==> config.mk <==
export PLATFORM = sky130hd
export DESIGN_NAME = eth_lane_switch
export DESIGN_NICKNAME = d
export VERILOG_FILES = /design/src/rtl/eth_lane_pkg.sv /design/src/rtl/eth_rr_arbiter.sv /design/src/rtl/eth_lane_switch.sv
export SDC_FILE = /design/constraint.sdc
export NUM_CORES = 1
export LEC_CHECK = 0
export CAP_MARGIN = 20
export CORE_AREA = 3 3 302 304
export CTS_CLUSTER_DIAMETER = 200
export CTS_CLUSTER_SIZE = 14
export DETAILED_ROUTE_END_ITERATION = 16
export DIE_AREA = 0 0 305 307
export SLEW_MARGIN = 25
export SYNTH_ARGS = -nofsm -noshare
export SYNTH_HDL_FRONTEND = slang
export SYNTH_HIERARCHICAL = 1
export SYNTH_SLANG_ARGS = --single-unit
==> constraint.sdc <==
create_clock -name clock -period 2.7 [get_ports clock]
set_clock_uncertainty 0.1 [all_clocks]
set_input_delay 0.675 -clock clock [delete_from_list [all_inputs] [get_ports clock]]
set_output_delay 0.675 -clock clock [all_outputs]
set_load 0.01 [all_outputs]
==> src/rtl/eth_lane_pkg.sv <==
// Shared definitions for the eth_lane_switch slice: FSM state codes, lane limit and a
// lane-rotation helper.
package eth_lane_pkg;

  localparam int unsigned MAX_LANES = 8;

  localparam logic       RIdle = 1'b0;
  localparam logic       RLock = 1'b1;

  localparam logic [1:0] TIdle = 2'd0;
  localparam logic [1:0] TFwd  = 2'd1;
  localparam logic [1:0] TDrop = 2'd2;

  // Lane reached by stepping 'step' positions after 'base' on a ring of 'lanes' lanes.
  function automatic int unsigned lane_after(input int unsigned base, input int unsigned step,
                                             input int unsigned lanes);
    return (base + step) % lanes;
  endfunction

endpackage

==> src/rtl/eth_rr_arbiter.sv <==
// Round-robin request/grant picker with a rotating priority pointer; the pointer moves to
// the granted lane only when the caller commits the grant.
module eth_rr_arbiter
  import eth_lane_pkg::*;
#(
  parameter int unsigned LANES = 4,
  parameter int unsigned LW    = 3
) (
  input  logic             clk_i,
  input  logic             rst_ni,
  input  logic [LANES-1:0] req_i,
  input  logic             advance_i,
  output logic             gnt_valid_o,
  output logic [LW-1:0]    gnt_idx_o
);

  logic [LW-1:0] ptr_q;

  // Scan from farthest to nearest so the lane just after the pointer wins.
  always_comb begin
    gnt_valid_o = 1'b0;
    gnt_idx_o   = ptr_q;
    for (int unsigned k = LANES; k >= 1; k--) begin
      if (req_i[lane_after(int'(ptr_q), k, LANES)]) begin
        gnt_valid_o = 1'b1;
        gnt_idx_o   = LW'(lane_after(int'(ptr_q), k, LANES));
      end
    end
  end

  always_ff @(posedge clk_i) begin
    if (!rst_ni) begin
      ptr_q <= LW'(LANES - 1);
    end else if (advance_i && gnt_valid_o) begin
      ptr_q <= gnt_idx_o;
    end
  end

endmodule

==> src/rtl/eth_lane_switch.sv <==
// N-lane AXI-Stream switch: packet round-robin RX aggregation tagged with source lane, and
// tdest-steered TX fan-out. Optional counters enabled by ETH_LANE_SWITCH_STATS_EN.
module eth_lane_switch
  import eth_lane_pkg::*;
#(
  parameter int unsigned LANES = 4,
  parameter int unsigned DW    = 64,
  parameter int unsigned LW    = 3
) (
  input  logic                  clock,
  input  logic                  resetn,
  input  logic [LANES-1:0]      lane_up,
  input  logic [LANES*DW-1:0]   s_rx_tdata,
  input  logic [LANES*DW/8-1:0] s_rx_tkeep,
  input  logic [LANES-1:0]      s_rx_tlast,
  input  logic [LANES-1:0]      s_rx_tuser,
  input  logic [LANES-1:0]      s_rx_tvalid,
  output logic [LANES-1:0]      s_rx_tready,
  output logic [DW-1:0]         m_rx_tdata,
  output logic [DW/8-1:0]       m_rx_tkeep,
  output logic                  m_rx_tlast,
  output logic                  m_rx_tuser,
  output logic                  m_rx_tvalid,
  output logic [LW-1:0]         m_rx_tdest,
  input  logic                  m_rx_tready,
  input  logic [DW-1:0]         s_tx_tdata,
  input  logic [DW/8-1:0]       s_tx_tkeep,
  input  logic                  s_tx_tlast,
  input  logic                  s_tx_tuser,
  input  logic                  s_tx_tvalid,
  input  logic [LW-1:0]         s_tx_tdest,
  output logic                  s_tx_tready,
  output logic [LANES*DW-1:0]   m_tx_tdata,
  output logic [LANES*DW/8-1:0] m_tx_tkeep,
  output logic [LANES-1:0]      m_tx_tlast,
  output logic [LANES-1:0]      m_tx_tuser,
  output logic [LANES-1:0]      m_tx_tvalid,
`ifdef ETH_LANE_SWITCH_STATS_EN
  output logic [LANES*32-1:0]   rx_pkt_cnt,
  output logic [LANES*32-1:0]   tx_pkt_cnt,
  output logic [31:0]           tx_drop_cnt,
`endif
  input  logic [LANES-1:0]      m_tx_tready
);

  localparam int unsigned KW = DW / 8;

  if (LANES < 1 || LANES > MAX_LANES || (1 << LW) < LANES) begin : g_param_check
    $error("eth_lane_switch: unsupported LANES/LW combination");
  end

  // ---------------- RX aggregation ----------------
  logic          rx_state_q, rx_state_d;
  logic [LW-1:0] rx_gnt_q, rx_gnt_d;
  logic          arb_valid, arb_adv;
  logic [LW-1:0] arb_idx;
  logic [LANES-1:0] rx_req;
  logic          sel_tvalid;
  logic          rx_done;

  assign rx_req = s_rx_tvalid & lane_up;

  eth_rr_arbiter #(
    .LANES (LANES),
    .LW    (LW)
  ) u_arb (
    .clk_i       (clock),
    .rst_ni      (resetn),
    .req_i       (rx_req),
    .advance_i   (arb_adv),
    .gnt_valid_o (arb_valid),
    .gnt_idx_o   (arb_idx)
  );

  always_comb begin
    m_rx_tdata  = '0;
    m_rx_tkeep  = '0;
    m_rx_tlast  = 1'b0;
    m_rx_tuser  = 1'b0;
    sel_tvalid  = 1'b0;
    s_rx_tready = '0;
    for (int unsigned i = 0; i < LANES; i++) begin
      if (rx_gnt_q == LW'(i)) begin
        m_rx_tdata     = s_rx_tdata[i*DW +: DW];
        m_rx_tkeep     = s_rx_tkeep[i*KW +: KW];
        m_rx_tlast     = s_rx_tlast[i];
        m_rx_tuser     = s_rx_tuser[i];
        sel_tvalid     = s_rx_tvalid[i];
        s_rx_tready[i] = (rx_state_q == RLock) && m_rx_tready;
      end
    end
    m_rx_tvalid = (rx_state_q == RLock) && sel_tvalid;
  end

  assign m_rx_tdest = rx_gnt_q;
  assign rx_done    = m_rx_tvalid && m_rx_tready && m_rx_tlast;

  // Grant stays locked until tlast even if the lane's link drops.
  always_comb begin
    rx_state_d = rx_state_q;
    rx_gnt_d   = rx_gnt_q;
    arb_adv    = 1'b0;
    if (rx_state_q == RIdle) begin
      if (arb_valid) begin
        rx_gnt_d   = arb_idx;
        rx_state_d = RLock;
        arb_adv    = 1'b1;
      end
    end else if (rx_done) begin
      rx_state_d = RIdle;
    end
  end

  always_ff @(posedge clock) begin
    if (!resetn) begin
      rx_state_q <= RIdle;
      rx_gnt_q   <= '0;
    end else begin
      rx_state_q <= rx_state_d;
      rx_gnt_q   <= rx_gnt_d;
    end
  end

  // ---------------- TX steering ----------------
  logic [1:0]    tx_state_q, tx_state_d;
  logic [LW-1:0] tx_dest_q, tx_dest_d;
  logic          dest_ok;
  logic          sel_tready;
  logic          tx_last_acc;

  always_comb begin
    dest_ok    = 1'b0;
    sel_tready = 1'b0;
    for (int unsigned i = 0; i < LANES; i++) begin
      if (s_tx_tdest == LW'(i)) dest_ok = lane_up[i];
      if (tx_dest_q == LW'(i))  sel_tready = m_tx_tready[i];
    end
  end

  always_comb begin
    m_tx_tdata  = {LANES{s_tx_tdata}};
    m_tx_tkeep  = {LANES{s_tx_tkeep}};
    m_tx_tlast  = {LANES{s_tx_tlast}};
    m_tx_tuser  = {LANES{s_tx_tuser}};
    m_tx_tvalid = '0;
    for (int unsigned i = 0; i < LANES; i++) begin
      m_tx_tvalid[i] = (tx_state_q == TFwd) && (tx_dest_q == LW'(i)) && s_tx_tvalid;
    end
    unique case (tx_state_q)
      TFwd:    s_tx_tready = sel_tready;
      TDrop:   s_tx_tready = 1'b1;
      default: s_tx_tready = 1'b0;
    endcase
  end

  assign tx_last_acc = s_tx_tvalid && s_tx_tready && s_tx_tlast;

  // Idle only decides the route; the first beat is consumed in Fwd/Drop.
  always_comb begin
    tx_state_d = tx_state_q;
    tx_dest_d  = tx_dest_q;
    unique case (tx_state_q)
      TIdle: begin
        if (s_tx_tvalid) begin
          tx_dest_d  = s_tx_tdest;
          tx_state_d = dest_ok ? TFwd : TDrop;
        end
      end
      TFwd, TDrop: begin
        if (tx_last_acc) tx_state_d = TIdle;
      end
      default: tx_state_d = TIdle;
    endcase
  end

  always_ff @(posedge clock) begin
    if (!resetn) begin
      tx_state_q <= TIdle;
      tx_dest_q  <= '0;
    end else begin
      tx_state_q <= tx_state_d;
      tx_dest_q  <= tx_dest_d;
    end
  end

`ifdef ETH_LANE_SWITCH_STATS_EN
  logic [LANES*32-1:0] rx_pkt_cnt_q, tx_pkt_cnt_q;
  logic [31:0]         tx_drop_cnt_q;

  always_ff @(posedge clock) begin
    if (!resetn) begin
      rx_pkt_cnt_q  <= '0;
      tx_pkt_cnt_q  <= '0;
      tx_drop_cnt_q <= '0;
    end else begin
      for (int unsigned i = 0; i < LANES; i++) begin
        if (rx_done && rx_gnt_q == LW'(i)) begin
          rx_pkt_cnt_q[i*32 +: 32] <= rx_pkt_cnt_q[i*32 +: 32] + 32'd1;
        end
        if (tx_last_acc && tx_state_q == TFwd && tx_dest_q == LW'(i)) begin
          tx_pkt_cnt_q[i*32 +: 32] <= tx_pkt_cnt_q[i*32 +: 32] + 32'd1;
        end
      end
      if (tx_last_acc && tx_state_q == TDrop) tx_drop_cnt_q <= tx_drop_cnt_q + 32'd1;
    end
  end

  assign rx_pkt_cnt  = rx_pkt_cnt_q;
  assign tx_pkt_cnt  = tx_pkt_cnt_q;
  assign tx_drop_cnt = tx_drop_cnt_q;
`endif

endmodule

==> impl_metrics.tcl <==
set metrics [dict create \
    path_clk_slew_ps 40 \
    cts.sink_count 12 \
    power.density_nw_per_um2 260 \
    synth_seq_cells 12 \
    critPathBufInv 2 \
    cp_data_required_time_ps 1920 \
    avgRoutedWirePerCell_um 19.0 \
    status "complete, no violations" \
    hold_viol 0 \
    layout_common_cells "266 x clkdlybuf4s50_1, 76 x mux4_2, 67 x nor2b_1" \
    n_fill_cell 10200 \
    chipWidth_um 305 \
    synth_edf_count 0 \
    worst_slew_pin_slew_ps 391 \
    p_sw_w 0.000792 \
    multi_input_area_um2 2770 \
    ff_latch_area_um2 251 \
    drv_cap 0 \
    ys_async_sr_fraction_pct 0 \
    comb_power_share_pct 79.3 \
    finalMaxSlewViolations 0 \
    clock.fmax_mhz 372 \
    insertion_delay_ps 240 \
    cp_max_fo 2 \
    htreeDepth 1 \
    cts_buffer_depth 2 \
    seqPwrFrac_pct 9.1 \
    worstPathArrival_ps 1910 \
    synth-seq-area-share_pct 4.48 \
    p_int_w 0.00155 \
    max_slew_margin_pct 73.8 \
    grtUsageTotal_pct 7.20 \
    numCtsBuffers 3 \
    drc_errors 0 \
    drive_gt1_share_pct 33.9 \
    max-vdd-ir-drop_v 0.000144 \
    finalSetupViolCount 0 \
    synthFlopType "dfxtp_1" \
    syn2layout_area_growth_pct 68.2 \
    crit_chain "clkdlybuf4s50_1 > mux4_2 > nor2b_4 > buf_6" \
    num_rows 109 \
    synth.distinct_cells 39 \
    p_clk_share_pct 11.6 \
    syn_nets 964 \
    syn_avg_cell_area_um2 9.37 \
    ys_warn_count 6 \
    synth_area_um2 5360 \
    vias 4840 \
    synth_cells 572 \
    portBuffers 406 \
    post-route-util_pct 10.2 \
    antenna_found_initial 13 \
    ios 772 \
    endpoint_kind "output port" \
    drt-initial-drc-count 309 \
    cts_tree "yes" \
    layout_commonest_cell "clkdlybuf4s50_1" \
    antenna_left 0 \
    grt_pass1_wl_mm 45.9 \
    path_class "primary input to output port" \
    finalNetCount 1118 \
    die_area_um2 93600 \
    place.gp.congestion 0.822 \
    cts_hold_buf 0 \
    hold_class "register to register" \
    drt-pass1-iter-count 4 \
    fin_crit_ps 2690 \
    swShare_pct 33.8 \
    grt_pass1_vias 5253 \
    die_y_um 307 \
    avgViaCountPerCell 2.55 \
    grt_max_degree 39 \
    start_util_pct 6.05 \
    clockRootBuffer "clkbuf_16" \
    grt_overflow 0 \
    slowest_delay_ps 530 \
    critPathLaunchType "primary input" \
    cp_slowest_cell "mux4_2" \
    fin_crit_sh_pct 99.6 \
    core-area_um2 88500 \
    grt_setup_unrepaired "yes" \
    fin_hold_ws_ps 353 \
    p_leak_nw 3.18 \
    hpwlAfterDp_mm 32.6 \
    routed_wl_mm 36.0 \
    crit_family "buffers and inverters" \
]
-- cell usage after synthesis (all sizes together), types with 3 or more instances --
master | instances | area share, %
buf | 310 | 43
nor2b | 78 | 9.1
mux4 | 76 | 32
clkbuf | 14 | 1.0
dfxtp | 12 | 4.5
inv | 9 | 0.63
nand2 | 9 | 0.63
nor2 | 8 | 0.61
nor3 | 6 | 0.56
a21oi | 5 | 0.47
and2 | 5 | 0.58
nand3 | 5 | 0.47
mux2i | 4 | 0.75
and3 | 3 | 0.37
ha | 3 | 0.70
nand3b | 3 | 0.42
-- cells by family (layout without fill, tap and decap cells) --
group                    count (synthesis)  count (layout)  share of synthesized area (%)
buffers and inverters                  333             486                           45.0
flip-flops                              12              12                           4.48
AND/OR/NAND/NOR                        123             123                           13.6
AO/OA/AOI/OAI                           20              20                           3.29
multiplexers                            81              81                           32.9
other                                    0               5                              0
adder cells (fa/ha/maj)                  3               3                          0.701
-- timing repair --
action | CTS | global route
cloned | 1 | 0
setup endpoints to repair | 82 | 39
gates resized for setup | 362 | 46
endpoints found under the hold margin | 0 | 0
pin swaps | 2 | 1
setup buffers | 19 | 1
-- worst min-delay path, delay by kind of cell (launching register included) --
kind | cells | cell delay, ps
flip-flops | 1 | 300
AND/OR/NAND/NOR | 1 | 50
AO/OA/AOI/OAI | 1 | 50
-- area by class of cell --
cell class	count	area share, %
Timing Repair Buffer	473	48.9
Tap cell	1165	16.2
Multi-Input combinational cell	227	30.8
Clock buffer	4	0.875
Sequential cell	12	2.79
Inverter	9	0.375
Antenna cell	5	0.139
-- worst paths after layout --
kind / start / endpoint / slack (ps) / depth (start not counted)
worst max-delay path: s_rx_tlast[0] / m_rx_tlast / 10 / 4
worst min register to register: tx_dest_q[2] / tx_dest_q[2] / 350 / 2
worst min-delay path: tx_dest_q[2] / tx_dest_q[2] / 350 / 2
worst max register to register: m_rx_tdest[0] / rx_state_q / 540 / 7
-- flip-flops by register name, summed over array words and instances (netlist names) --
register,cells
m_rx_tdest,3
tx_dest_q,3
u_arb/ptr_q,3
tx_state_q,2
rx_state_q,1
-- stage by stage --
step	instances	setup slack (ps)	TNS (ps)	instance area (um^2)	power [W]
after floorplan	572	403	0	5360	0.00143
after global placement	1868	-599	-22950	8950	0.00215
after detailed placement	1868	-595	-23160	8950	0.00216
after CTS	1890	-124	-403	9020	0.00238
after global routing	1891	-58.1	-424	9000	0.00249
final	1895	10.5	0	9010	0.00235
-- power by group through the flow --
stage | Combinational (W) | Sequential (W) | Clock, W
5_1_grt | 0.00199 | 0.000217 | 0.000287
3_5_place_dp | 0.00194 | 0.000216 | 0
2_1_floorplan | 0.00122 | 0.000207 | 0
4_1_cts | 0.00189 | 0.000214 | 0.000277
3_3_place_gp | 0.00194 | 0.000216 | 0
6_report | 0.00186 | 0.000213 | 0.000273
-- per-layer routing --
metal	part of all wire, %	track usage, %
met1	29	6.16
met3	19	5.82
met5	0.064	0
met2	49	12.7
met4	3.5	2.13
No activity file was read; power rests on OpenSTA's default activity.
